[src/rtl/uart_pkg.sv]
// Shared definitions for the UART receiver: parity encodings, receive FSM states,
// tuser bit positions and the parameter legality check used at elaboration.
package uart_pkg;

  localparam int PAR_NONE = 0;
  localparam int PAR_ODD  = 1;
  localparam int PAR_EVEN = 2;

  localparam int TUSER_PERR = 0;
  localparam int TUSER_FERR = 1;

  typedef enum logic [2:0] {
    ST_IDLE,
    ST_START,
    ST_DATA,
    ST_PARITY,
    ST_STOP
  } rx_state_e;

  function automatic bit is_pow2(input int v);
    return (v > 0) && ((v & (v - 1)) == 0);
  endfunction

  function automatic bit params_legal(input int clks_per_bit, input int data_bits,
                                      input int parity, input int stop_bits,
                                      input int fifo_depth);
    return (clks_per_bit >= 4) &&
           (data_bits >= 5) && (data_bits <= 9) &&
           (parity >= PAR_NONE) && (parity <= PAR_EVEN) &&
           ((stop_bits == 1) || (stop_bits == 2)) &&
           (fifo_depth >= 2) && is_pow2(fifo_depth);
  endfunction

endpackage

[src/rtl/uart_rx_axis_if.sv]
// AXI4-Stream output bundle of the UART receiver; tuser carries the per-word
// parity/framing error flags.
interface uart_rx_axis_if #(
  parameter int DATA_BITS = 8
);
  logic [DATA_BITS-1:0] tdata;
  logic [1:0]           tuser;
  logic                 tvalid;
  logic                 tready;

  modport master (output tdata, output tuser, output tvalid, input tready);
  modport slave  (input tdata, input tuser, input tvalid, output tready);
endinterface

[src/rtl/axis_sync_fifo.sv]
// Single-clock FIFO with a push/full write side and an AXIS valid/ready read side.
// A push into a full FIFO is accepted only when a pop happens in the same cycle.
module axis_sync_fifo #(
  parameter int WIDTH = 10,
  parameter int DEPTH = 4
) (
  input  logic             clk,
  input  logic             rst_n,
  input  logic             push_i,
  input  logic [WIDTH-1:0] push_data_i,
  output logic             full_o,
  output logic             m_tvalid_o,
  input  logic             m_tready_i,
  output logic [WIDTH-1:0] m_tdata_o
);

  localparam int AW = $clog2(DEPTH);
  localparam logic [AW:0] PTR_ONE = {{AW{1'b0}}, 1'b1};

  logic [AW:0]      wr_ptr_q, rd_ptr_q;
  logic [WIDTH-1:0] mem_q [DEPTH];
  logic             empty, pop, wr_en;

  assign empty  = (wr_ptr_q == rd_ptr_q);
  assign full_o = (wr_ptr_q[AW] != rd_ptr_q[AW]) &&
                  (wr_ptr_q[AW-1:0] == rd_ptr_q[AW-1:0]);
  assign pop    = !empty && m_tready_i;
  assign wr_en  = push_i && (!full_o || pop);

  always_ff @(posedge clk or negedge rst_n) begin
    if (!rst_n) begin
      wr_ptr_q <= '0;
      rd_ptr_q <= '0;
    end else begin
      if (wr_en) wr_ptr_q <= wr_ptr_q + PTR_ONE;
      if (pop)   rd_ptr_q <= rd_ptr_q + PTR_ONE;
    end
  end

  // NOTE: storage has no reset; nothing reads it while empty, so resetting it would only cost flops.
  always_ff @(posedge clk) begin
    if (wr_en) mem_q[wr_ptr_q[AW-1:0]] <= push_data_i;
  end

  // Forcing zero while empty gives the reset value and hides stale entries.
  assign m_tvalid_o = !empty;
  assign m_tdata_o  = empty ? '0 : mem_q[rd_ptr_q[AW-1:0]];

endmodule

[src/rtl/uart_rx_axis.sv]
// Parametrised UART receiver: input synchroniser, bit-timing counter and frame FSM,
// delivering {error flags, data} words through a small FIFO as an AXIS master.
module uart_rx_axis
  import uart_pkg::*;
#(
  parameter int CLKS_PER_BIT = 16,
  parameter int DATA_BITS    = 8,
  parameter int PARITY       = 0,
  parameter int STOP_BITS    = 1,
  parameter int FIFO_DEPTH   = 4
) (
  input  logic            aclk,
  input  logic            aresetn,
  input  logic            rx,
  uart_rx_axis_if.master  out,
  output logic            overrun
);

  if (!params_legal(CLKS_PER_BIT, DATA_BITS, PARITY, STOP_BITS, FIFO_DEPTH)) begin : g_param_check
    $error("uart_rx_axis: illegal parameter combination");
  end

  localparam int              CW         = $clog2(CLKS_PER_BIT);
  localparam logic [CW-1:0]   HALF_LOAD  = CW'(CLKS_PER_BIT / 2 - 1);
  localparam logic [CW-1:0]   BIT_LOAD   = CW'(CLKS_PER_BIT - 1);
  localparam logic [CW-1:0]   CNT_ONE    = CW'(1);
  localparam logic [3:0]      LAST_DATA  = 4'(DATA_BITS - 1);
  localparam logic            LAST_STOP  = 1'(STOP_BITS - 1);
  localparam logic            PAR_EXPECT = (PARITY == PAR_ODD);

  // Synchroniser and edge history; all idle high so reset never looks like a start edge.
  logic rx_meta_q, rx_sync_q, rx_prev_q;

  always_ff @(posedge aclk or negedge aresetn) begin
    if (!aresetn) begin
      rx_meta_q <= 1'b1;
      rx_sync_q <= 1'b1;
      rx_prev_q <= 1'b1;
    end else begin
      // NOTE: non-blocking assignments make the three stages shift together, one stage per clock.
      rx_meta_q <= rx;
      rx_sync_q <= rx_meta_q;
      rx_prev_q <= rx_sync_q;
    end
  end

  rx_state_e            state_q, state_d;
  logic [CW-1:0]        cnt_q, cnt_d;
  logic [3:0]           bit_cnt_q, bit_cnt_d;
  logic [DATA_BITS-1:0] data_q, data_d;
  logic                 perr_q, perr_d;
  logic                 ferr_q, ferr_d;
  logic                 stop_cnt_q, stop_cnt_d;
  logic                 tick;
  logic                 push;
  logic [1:0]           push_user;

  assign tick = (cnt_q == '0);

  always_ff @(posedge aclk or negedge aresetn) begin
    if (!aresetn) begin
      state_q    <= ST_IDLE;
      cnt_q      <= '0;
      bit_cnt_q  <= '0;
      data_q     <= '0;
      perr_q     <= 1'b0;
      ferr_q     <= 1'b0;
      stop_cnt_q <= 1'b0;
    end else begin
      state_q    <= state_d;
      cnt_q      <= cnt_d;
      bit_cnt_q  <= bit_cnt_d;
      data_q     <= data_d;
      perr_q     <= perr_d;
      ferr_q     <= ferr_d;
      stop_cnt_q <= stop_cnt_d;
    end
  end

  always_comb begin
    // NOTE: every signal gets a default first so no branch can leave one unassigned and infer a latch.
    state_d    = state_q;
    cnt_d      = cnt_q;
    bit_cnt_d  = bit_cnt_q;
    data_d     = data_q;
    perr_d     = perr_q;
    ferr_d     = ferr_q;
    stop_cnt_d = stop_cnt_q;
    push       = 1'b0;
    push_user  = '0;

    if (state_q != ST_IDLE && !tick) cnt_d = cnt_q - CNT_ONE;

    case (state_q)
      ST_IDLE: begin
        // Needs a genuine 1->0 transition, so a line stuck low cannot retrigger.
        if (rx_prev_q && !rx_sync_q) begin
          cnt_d   = HALF_LOAD;
          state_d = ST_START;
        end
      end
      ST_START: begin
        if (tick) begin
          if (rx_sync_q) begin
            state_d = ST_IDLE;
          end else begin
            state_d    = ST_DATA;
            cnt_d      = BIT_LOAD;
            bit_cnt_d  = '0;
            perr_d     = 1'b0;
            ferr_d     = 1'b0;
            stop_cnt_d = 1'b0;
          end
        end
      end
      ST_DATA: begin
        if (tick) begin
          data_d = {rx_sync_q, data_q[DATA_BITS-1:1]};
          cnt_d  = BIT_LOAD;
          if (bit_cnt_q == LAST_DATA) begin
            state_d = (PARITY != PAR_NONE) ? ST_PARITY : ST_STOP;
          end else begin
            bit_cnt_d = bit_cnt_q + 4'd1;
          end
        end
      end
      ST_PARITY: begin
        if (tick) begin
          perr_d  = ((^data_q) ^ rx_sync_q) != PAR_EXPECT;
          cnt_d   = BIT_LOAD;
          state_d = ST_STOP;
        end
      end
      ST_STOP: begin
        if (tick) begin
          if (stop_cnt_q == LAST_STOP) begin
            push                  = 1'b1;
            push_user[TUSER_PERR] = perr_q;
            push_user[TUSER_FERR] = ferr_q | ~rx_sync_q;
            state_d               = ST_IDLE;
          end else begin
            ferr_d     = ferr_q | ~rx_sync_q;
            stop_cnt_d = 1'b1;
            cnt_d      = BIT_LOAD;
          end
        end
      end
      default: state_d = ST_IDLE;
    endcase
  end

  logic                   fifo_full, fifo_valid, pop, overrun_q;
  logic [DATA_BITS+1:0]   fifo_dout;

  axis_sync_fifo #(
    .WIDTH (DATA_BITS + 2),
    .DEPTH (FIFO_DEPTH)
  ) u_fifo (
    .clk         (aclk),
    .rst_n       (aresetn),
    .push_i      (push),
    .push_data_i ({push_user, data_q}),
    .full_o      (fifo_full),
    .m_tvalid_o  (fifo_valid),
    .m_tready_i  (out.tready),
    .m_tdata_o   (fifo_dout)
  );

  assign pop        = fifo_valid && out.tready;
  assign out.tvalid = fifo_valid;
  assign out.tdata  = fifo_dout[DATA_BITS-1:0];
  assign out.tuser  = fifo_dout[DATA_BITS +: 2];

  // A word finishing into a full FIFO with no pop that cycle is lost.
  always_ff @(posedge aclk or negedge aresetn) begin
    if (!aresetn) overrun_q <= 1'b0;
    else          overrun_q <= push && fifo_full && !pop;
  end

  assign overrun = overrun_q;

endmodule

[src/flat_wrapper.sv]
// flat-port wrapper written by rule: the top's interface ports become plain ports
module uart_rx_axis_flat import uart_pkg::*;
#(
  parameter int CLKS_PER_BIT = 16,
  parameter int DATA_BITS    = 8,
  parameter int PARITY       = 0,
  parameter int STOP_BITS    = 1,
  parameter int FIFO_DEPTH   = 4
)
  (aclk, aresetn, rx, overrun, out_tdata, out_tuser, out_tvalid, out_tready);
  uart_rx_axis_if #(.DATA_BITS(DATA_BITS)) out_i ();
  input  logic aclk;
  input  logic aresetn;
  input  logic rx;
  output logic overrun;
  output wire logic [$bits(out_i.tdata)-1:0] out_tdata;
  output wire logic [$bits(out_i.tuser)-1:0] out_tuser;
  output wire logic [$bits(out_i.tvalid)-1:0] out_tvalid;
  input wire logic [$bits(out_i.tready)-1:0] out_tready;
  assign out_tdata = out_i.tdata;
  assign out_tuser = out_i.tuser;
  assign out_tvalid = out_i.tvalid;
  assign out_i.tready = out_tready;
  uart_rx_axis #(.CLKS_PER_BIT(CLKS_PER_BIT), .DATA_BITS(DATA_BITS), .PARITY(PARITY), .STOP_BITS(STOP_BITS), .FIFO_DEPTH(FIFO_DEPTH)) u_core (.aclk(aclk), .aresetn(aresetn), .rx(rx), .out(out_i), .overrun(overrun));
endmodule
[config.mk]
export PLATFORM = sky130hd
export DESIGN_NAME = uart_rx_axis_flat
export DESIGN_NICKNAME = d
export VERILOG_FILES = /design/src/rtl/uart_pkg.sv /design/src/rtl/uart_rx_axis_if.sv /design/src/rtl/axis_sync_fifo.sv /design/src/rtl/uart_rx_axis.sv /design/src/flat_wrapper.sv
export SDC_FILE = /design/constraint.sdc
export NUM_CORES = 1
export LEC_CHECK = 0
export CAP_MARGIN = 20
export CORE_UTILIZATION = 59
export DETAILED_ROUTE_END_ITERATION = 10
export PLACE_DENSITY_LB_ADDON = 0.12
export SLEW_MARGIN = 20
export SYNTH_ARGS = -nofsm -noshare
export SYNTH_HDL_FRONTEND = slang
export SYNTH_SLANG_ARGS = --single-unit
[constraint.sdc]
create_clock -name aclk -period 2.2 [get_ports aclk]
set_input_delay 0.44 -clock aclk [delete_from_list [all_inputs] [get_ports aclk]]
set_output_delay 0.44 -clock aclk [all_outputs]
set_load 0.005 [all_outputs]
==> Word level (Yosys, flattened, before mapping) <==
Memories as Yosys holds them, arrays and structs flattened.
Index checks and enable logic that the tools add are counted.
{ "op_classes": {"bitwise_logic": 3, "n_addsub": 4, "n_reduce_logical": 27, "n_eq_ne": 18, "n_mux": 41} }
{ "ops": {"columns": ["cell", "count"], "rows": [
  ["4-bit two-way mux", 11],
  ["3-bit two-way mux", 7],
  ["4-bit one-hot mux with 4 select lines", 1],
  ["3-bit one-hot mux with 5 select lines", 1],
  ["2-bit by 1-bit != test with 1-bit output (second input constant)", 7],
  ["1-bit two-way mux", 12],
  ["10-bit two-way mux", 1],
  ["5-bit AND reduction", 2],
  ["2-bit two-way mux", 4],
  ["4-bit one-hot mux with 2 select lines", 1],
  ["4-bit AND reduction", 2],
  ["8-bit parity", 1],
  ["1-bit logical AND", 7],
  ["7-bit AND reduction", 1],
  ["3-bit by 1-bit adder with 3-bit output (second input constant)", 2],
  ["3-bit by 2-bit equality test with 1-bit output (second input constant)", 2],
  ["2-bit != test (second input constant)", 3],
  ["1-bit one-hot mux with 2 select lines", 3],
  ["2-bit nonzero test", 3],
  ["1-bit zero test", 5],
  ["4-bit by 1-bit adder with 4-bit output (second input constant)", 1],
  ["4-bit by 3-bit equality test with 1-bit output (second input constant)", 1],
  ["4-bit zero test", 1],
  ["4-bit by 1-bit subtractor with 4-bit output (second input constant)", 1],
  ["13 further kinds", 13]
]} }
{ "totals": {"out_inout_bits": 12, "mem_count": 1, "wordCells": 107, "mem_bits_rw": 40, "register_bits": 32, "inputBits": 4} }
{ "mem_list": {"columns": ["name", "depth", "word_bits", "rd", "rd_clocked_by_memory_dff", "write_ports", "line", "rtl"], "rows": [
  ["u_core.u_fifo.mem_q", 4, 10, 1, 0, 1, "axis_sync_fifo.sv:21", "logic [WIDTH-1:0] mem_q [DEPTH];"]
]} }

==> Longest topological paths before layout <==
{ "depth": {"depth_word": 7, "mapped_depth": 7, "depth_no_buf": 6} }

==> Cells and area by module <==
From an unflattened synthesis, not the netlist that was laid out.
{ "hier_totals": {"cells_unflattened": 212, "hier_area_um2": 3175.5} }
{ "modules_own_cells": {"columns": ["mod", "n_inst", "seq_area_each_um2", "cells_each", "area_each_um2"], "rows": [
  ["axis_sync_fifo", 1, 1351.3, 99, 1928.1],
  ["uart_rx_axis", 1, 629.4, 113, 1247.4]
]} }

==> Least setup slack after synthesis <==
No wires, ideal clock.
{ "synth_timing": {"path_type": "reg-to-reg", "start": "register u_core.cnt_q[0]", "end": "memory u_core.u_fifo.mem_q[3][0] (enable)", "arrival_time_ns": 1.624, "setup_time_ns": 0.351, "slack_ns": 0.225, "period_less_slack_ns": 1.975, "path_buffers": 0, "path_stages_with_launch": 6, "required_time_ns": 1.849, "cell_sequence": "dfrtp_1 > inv_1 > ha_1 > nor3b_2 > and3_1 > and3_1"} }
{ "synth_via": {"elab_chain_cells": 6} }
{ "synth_rtl": {"columns": ["item", "line", "rtl"], "rows": [
  ["start, declared", "uart_rx_axis.sv:48", "logic [CW-1:0] cnt_q, cnt_d;"],
  ["start signal, assigned", "uart_rx_axis.sv:71", "cnt_q <= cnt_d;"],
  ["4-bit zero test", "uart_rx_axis.sv:58", "assign tick = (cnt_q == '0);"],
  ["1-bit two-way mux", "uart_rx_axis.sv:135", "if (tick) begin"],
  ["1-bit two-way mux", "uart_rx_axis.sv:94", "case (state_q)"],
  ["1-bit logical AND", "axis_sync_fifo.sv:28", "assign wr_en = push_i && (!full_o || pop);"],
  ["1-bit two-way mux", "axis_sync_fifo.sv:42", "if (wr_en) mem_q[wr_ptr_q[AW-1:0]] <= push_data_i;"],
  ["1-bit two-way mux (not written as such)", "axis_sync_fifo.sv:42", null],
  ["end, declared", "axis_sync_fifo.sv:21", null]
]} }
No other way between the ends.

==> Worst setup path in the final report <==
{ "layout_timing": {"start": "register u_core.u_fifo.rd_ptr_q[0]", "end": "output port out_tdata[2]"} }
{ "layout_via": {"elab_chain_cells": 2, "word_cells_on_any_way": 3, "classes_between": "eq/ne: 1; mux: 1; memory: 1"} }
{ "layout_rtl": {"columns": ["item", "line", "rtl"], "rows": [
  ["start, declared", "axis_sync_fifo.sv:20", "logic [AW:0] wr_ptr_q, rd_ptr_q;"],
  ["start signal, assigned", "axis_sync_fifo.sv:36", "if (pop) rd_ptr_q <= rd_ptr_q + PTR_ONE;"],
  ["memory read 4 x 10 bit or 3-bit equality test (tied branches)", null, null],
  ["10-bit two-way mux (*)", "axis_sync_fifo.sv:47", "assign m_tdata_o = empty ? '0 : mem_q[rd_ptr_q[AW-1:0]];"],
  ["end, declared", "flat_wrapper.sv:16", "output wire logic [$bits(out_i.tdata)-1:0] out_tdata;"]
]} }
Every way passes the cells marked *; elsewhere a longest branch is shown, timed or not.

==> results.ini <==
[run_status]
status=complete, but fails checks
violations=setup timing

[drt]
vias=1857
ant_nets=0
wl_um=5998
viasPerCell=5.679
wire_per_inst_um=18.34
drc=0
drt_iter0_markers=137
dr.pass1.iters=4

[sta]
slew_headroom_pct=59.89
rsz0062_at_grt=true
fin_crit_sh_pct=100.7
finClkSkew_ps=11.37
min_period_ps=2216
final-hold-violation-count=0
finalSetupViolCount=4
slew_viol_final=0
fin_ws_ps=-16.31
tightest_slew_ps=601.6
fmax_mhz=451.2

[synth]
synthesis.nets=218
synth_flop_cell=edfxtp_1
syn_inst=206
yosys.area.top_type_share_pct=38.59
yosysSeqAreaShare_pct=63.63
ys_seq_elements=71
synthTopCellsByCount=edfxtp_1 (40), dfrtp_1 (28), and2_1 (13), mux2_2 (12)
avgSynthCellArea_um2=15.11
synth_edf_count=40
yosysTopAreaCell=edfxtp_1
synth_area_um2=3113
ys_top_cells_by_area=edfxtp_1 (39%), dfrtp_1 (23%), mux4_2 (7.2%)
yosysMostFrequentCell=edfxtp_1
yosys_warnings=0
ys_types=40
synthArstFlopShare_pct=43.66

[setup_path]
critPathLaunchType=register
r2r_start=u_core.cnt_q[0]
crit_path_end_kind=output pin
regToRegEndpoint=u_core.u_fifo.mem_q[3][0]
worst_path_most_repeated_cell=buf_6
slowest_stage=mux4_2
r2r_setup_slack_ps=160
worst-endpoint-arrival_ps=1780
crit_type=reg2out
path_cells=clkbuf_16 -> buf_6 -> mux4_2 -> and2_4 -> buf_6
crit_fanout=5
cp.required_ps=1760
rr_worst_depth=5
max_stage_delay_ps=470

[clock_network]
clkTransAtPathRegs_ps=80
clock_path_buffers=2
cts_tree=built
clock_sinks=71
ctsRootBufferMaster=clkbuf_8
insertion_delay_ps=330
cts_buffers=9
postCtsHoldBufs=0
cts_max_level=3

[global_route]
grt_use_total_pct=24.41
grt_overflow_total=0
grt_start_max_net_pins=32
grt_first_pass_wirelength_um=9528
first_global_vias=1959
antenna_found_initial=0

[job]
cap_violations=0

[power]
clock_power_share_pct=23.0
p_sw_share_pct=28.55
combPwrFrac_pct=38.0
power_switching_w=0.001284
p_leak_nw=1.572
ir_worst_vdd_mv=0.7352
p_int_w=0.003213
power_frac_seq_pct=39.0
cellPowerDensity_nw_per_um2=1174

[hold_path]
min_to=u_core.rx_sync_q
holdPathStages=0
min-delay-start=u_core.rx_meta_q
hp-class=reg2reg

[placement]
io_buffers=15
place.gp.congestion=0.8096
pre_cts_slack_ps=77.38
post-dp-hpwl_um=3671

[die]
dieArea_um2=5570
die_y_um=74.64
core_area_um2=5107
rows=26
pin_count=16
start_util_pct=60.95
die_width_um=74.64

[finish]
area_growth_pct=23.03
nets=264
n_antenna_cell=0
drive_above_1_share_pct=35.02
utilization_pct=74.99

[power by group through the flow]
stage / sequential, W / clock [W] / combinational (W)
2_1_floorplan: 0.00171 / 0 / 0.000897
3_3_place_gp: 0.00175 / 0 / 0.00126
3_5_place_dp: 0.00177 / 0 / 0.00132
4_1_cts: 0.00176 / 0.00105 / 0.00161
5_1_grt: 0.00178 / 0.00112 / 0.00185
6_report: 0.00175 / 0.00103 / 0.00171
[worst max path at each step]
| stage | end | start |
|---|---|---|
| global route | out_tdata[5] | u_core.u_fifo.rd_ptr_q[0] |
| global placement | out_tuser[1] | u_core.u_fifo.rd_ptr_q[0] |
| finish | out_tdata[2] | u_core.u_fifo.rd_ptr_q[0] |
| detailed placement | out_tdata[1] | u_core.u_fifo.rd_ptr_q[0] |
| floorplan | u_core.u_fifo.mem_q[3][0] | u_core.cnt_q[0] |
| CTS | out_tuser[0] | u_core.u_fifo.rd_ptr_q[0] |
[sequential cells by signal, indices dropped and copies added (netlist names)]
| signal | cells |
|---|---|
| u_core.bit_cnt_q | 4 |
| u_core.cnt_q | 4 |
| u_core.data_q | 8 |
| u_core.ferr_q | 1 |
| u_core.overrun | 1 |
| u_core.perr_q | 1 |
| u_core.rx_meta_q | 1 |
| u_core.rx_prev_q | 1 |
| u_core.rx_sync_q | 1 |
| u_core.state_q | 3 |
| u_core.u_fifo.mem_q | 40 |
| u_core.u_fifo.rd_ptr_q | 3 |
| u_core.u_fifo.wr_ptr_q | 3 |
[layer usage]
metal / GRT usage (%) / part of all wire (%) / vias up
met2: 42.64 / 55 / 50
li1: - / - / 844
met1: 28.86 / 39 / 959
met5: 0 / 0 / -
met3: 5.489 / 4.9 / 4
met4: 11.32 / 0.62 / 0
[metrics by stage]
step	instance area (um^2)	TNS [ps]	power (W)	hold slack, ps	std cells
6_report	3830	-25.84	0.004497	358.2	327
5_1_grt	3830	-345.3	0.004746	363.0	327
4_1_cts	3797	-228.8	0.004425	358.9	326
3_5_place_dp	3427	0	0.003089	349.2	294
3_3_place_gp	3427	0	0.003005	345.6	294
2_1_floorplan	3113	0	0.002606	144.4	206
[logic make-up after synthesis]
group | share of synthesized area [%]
and+or+nand+nor | 10.65
muxes | 11.58
AOI/OAI and AO/OA | 3.858
xor gates and xnor gates | 4.943
adders and majority gates | 3.216
DFF | 63.63
buffers and inverters | 2.130
[what timing repair did]
action | 4_1_cts | 5_1_grt
pin swaps | 10 | 0
gates resized for setup | 54 | 12
buffers inserted | 15 | 1
cloned | 1 | 0
endpoints found under the setup margin | 11 | 10
[worst max-delay path: cells and delay by family, from the launching register on]
kind / cells / cell delay, ps
flip-flops: 1 / 430
buffers and inverters: 3 / 390
multiplexers: 1 / 470
AND/OR/NAND/NOR: 1 / 150
[cell usage in the layout (no fill, tap or decap), types with 4 or more instances in the layout]
| master | netlist | layout |
|---|---|---|
| and2_1 | 13 | 7 |
| and2_4 | 0 | 6 |
| and3_1 | 6 | 6 |
| buf_4 | 0 | 12 |
| buf_6 | 1 | 16 |
| clkbuf_8 | 0 | 11 |
| clkdlybuf4s50_1 | 0 | 4 |
| dfrtp_1 | 28 | 27 |
| edfxtp_1 | 40 | 40 |
| ha_1 | 8 | 8 |
| inv_1 | 8 | 8 |
| mux2_2 | 12 | 12 |
| mux4_2 | 10 | 10 |
| nand2_1 | 10 | 10 |
| nand3_1 | 8 | 8 |
| nor2_1 | 6 | 6 |
| xnor2_1 | 10 | 9 |
| xor2_1 | 5 | 5 |
[final cells by class]
type                    count  area [um^2]
flip-flops and latches     71         1982
fillers                   305         1277
multi-input cells         120         1100
repair buffers             42        429.2
clock buffers              13        158.9
well taps                  70        87.58
clock inverters             3        42.54
inverters                   8        30.03
Note: power is estimated with default switching activity, not from simulation.
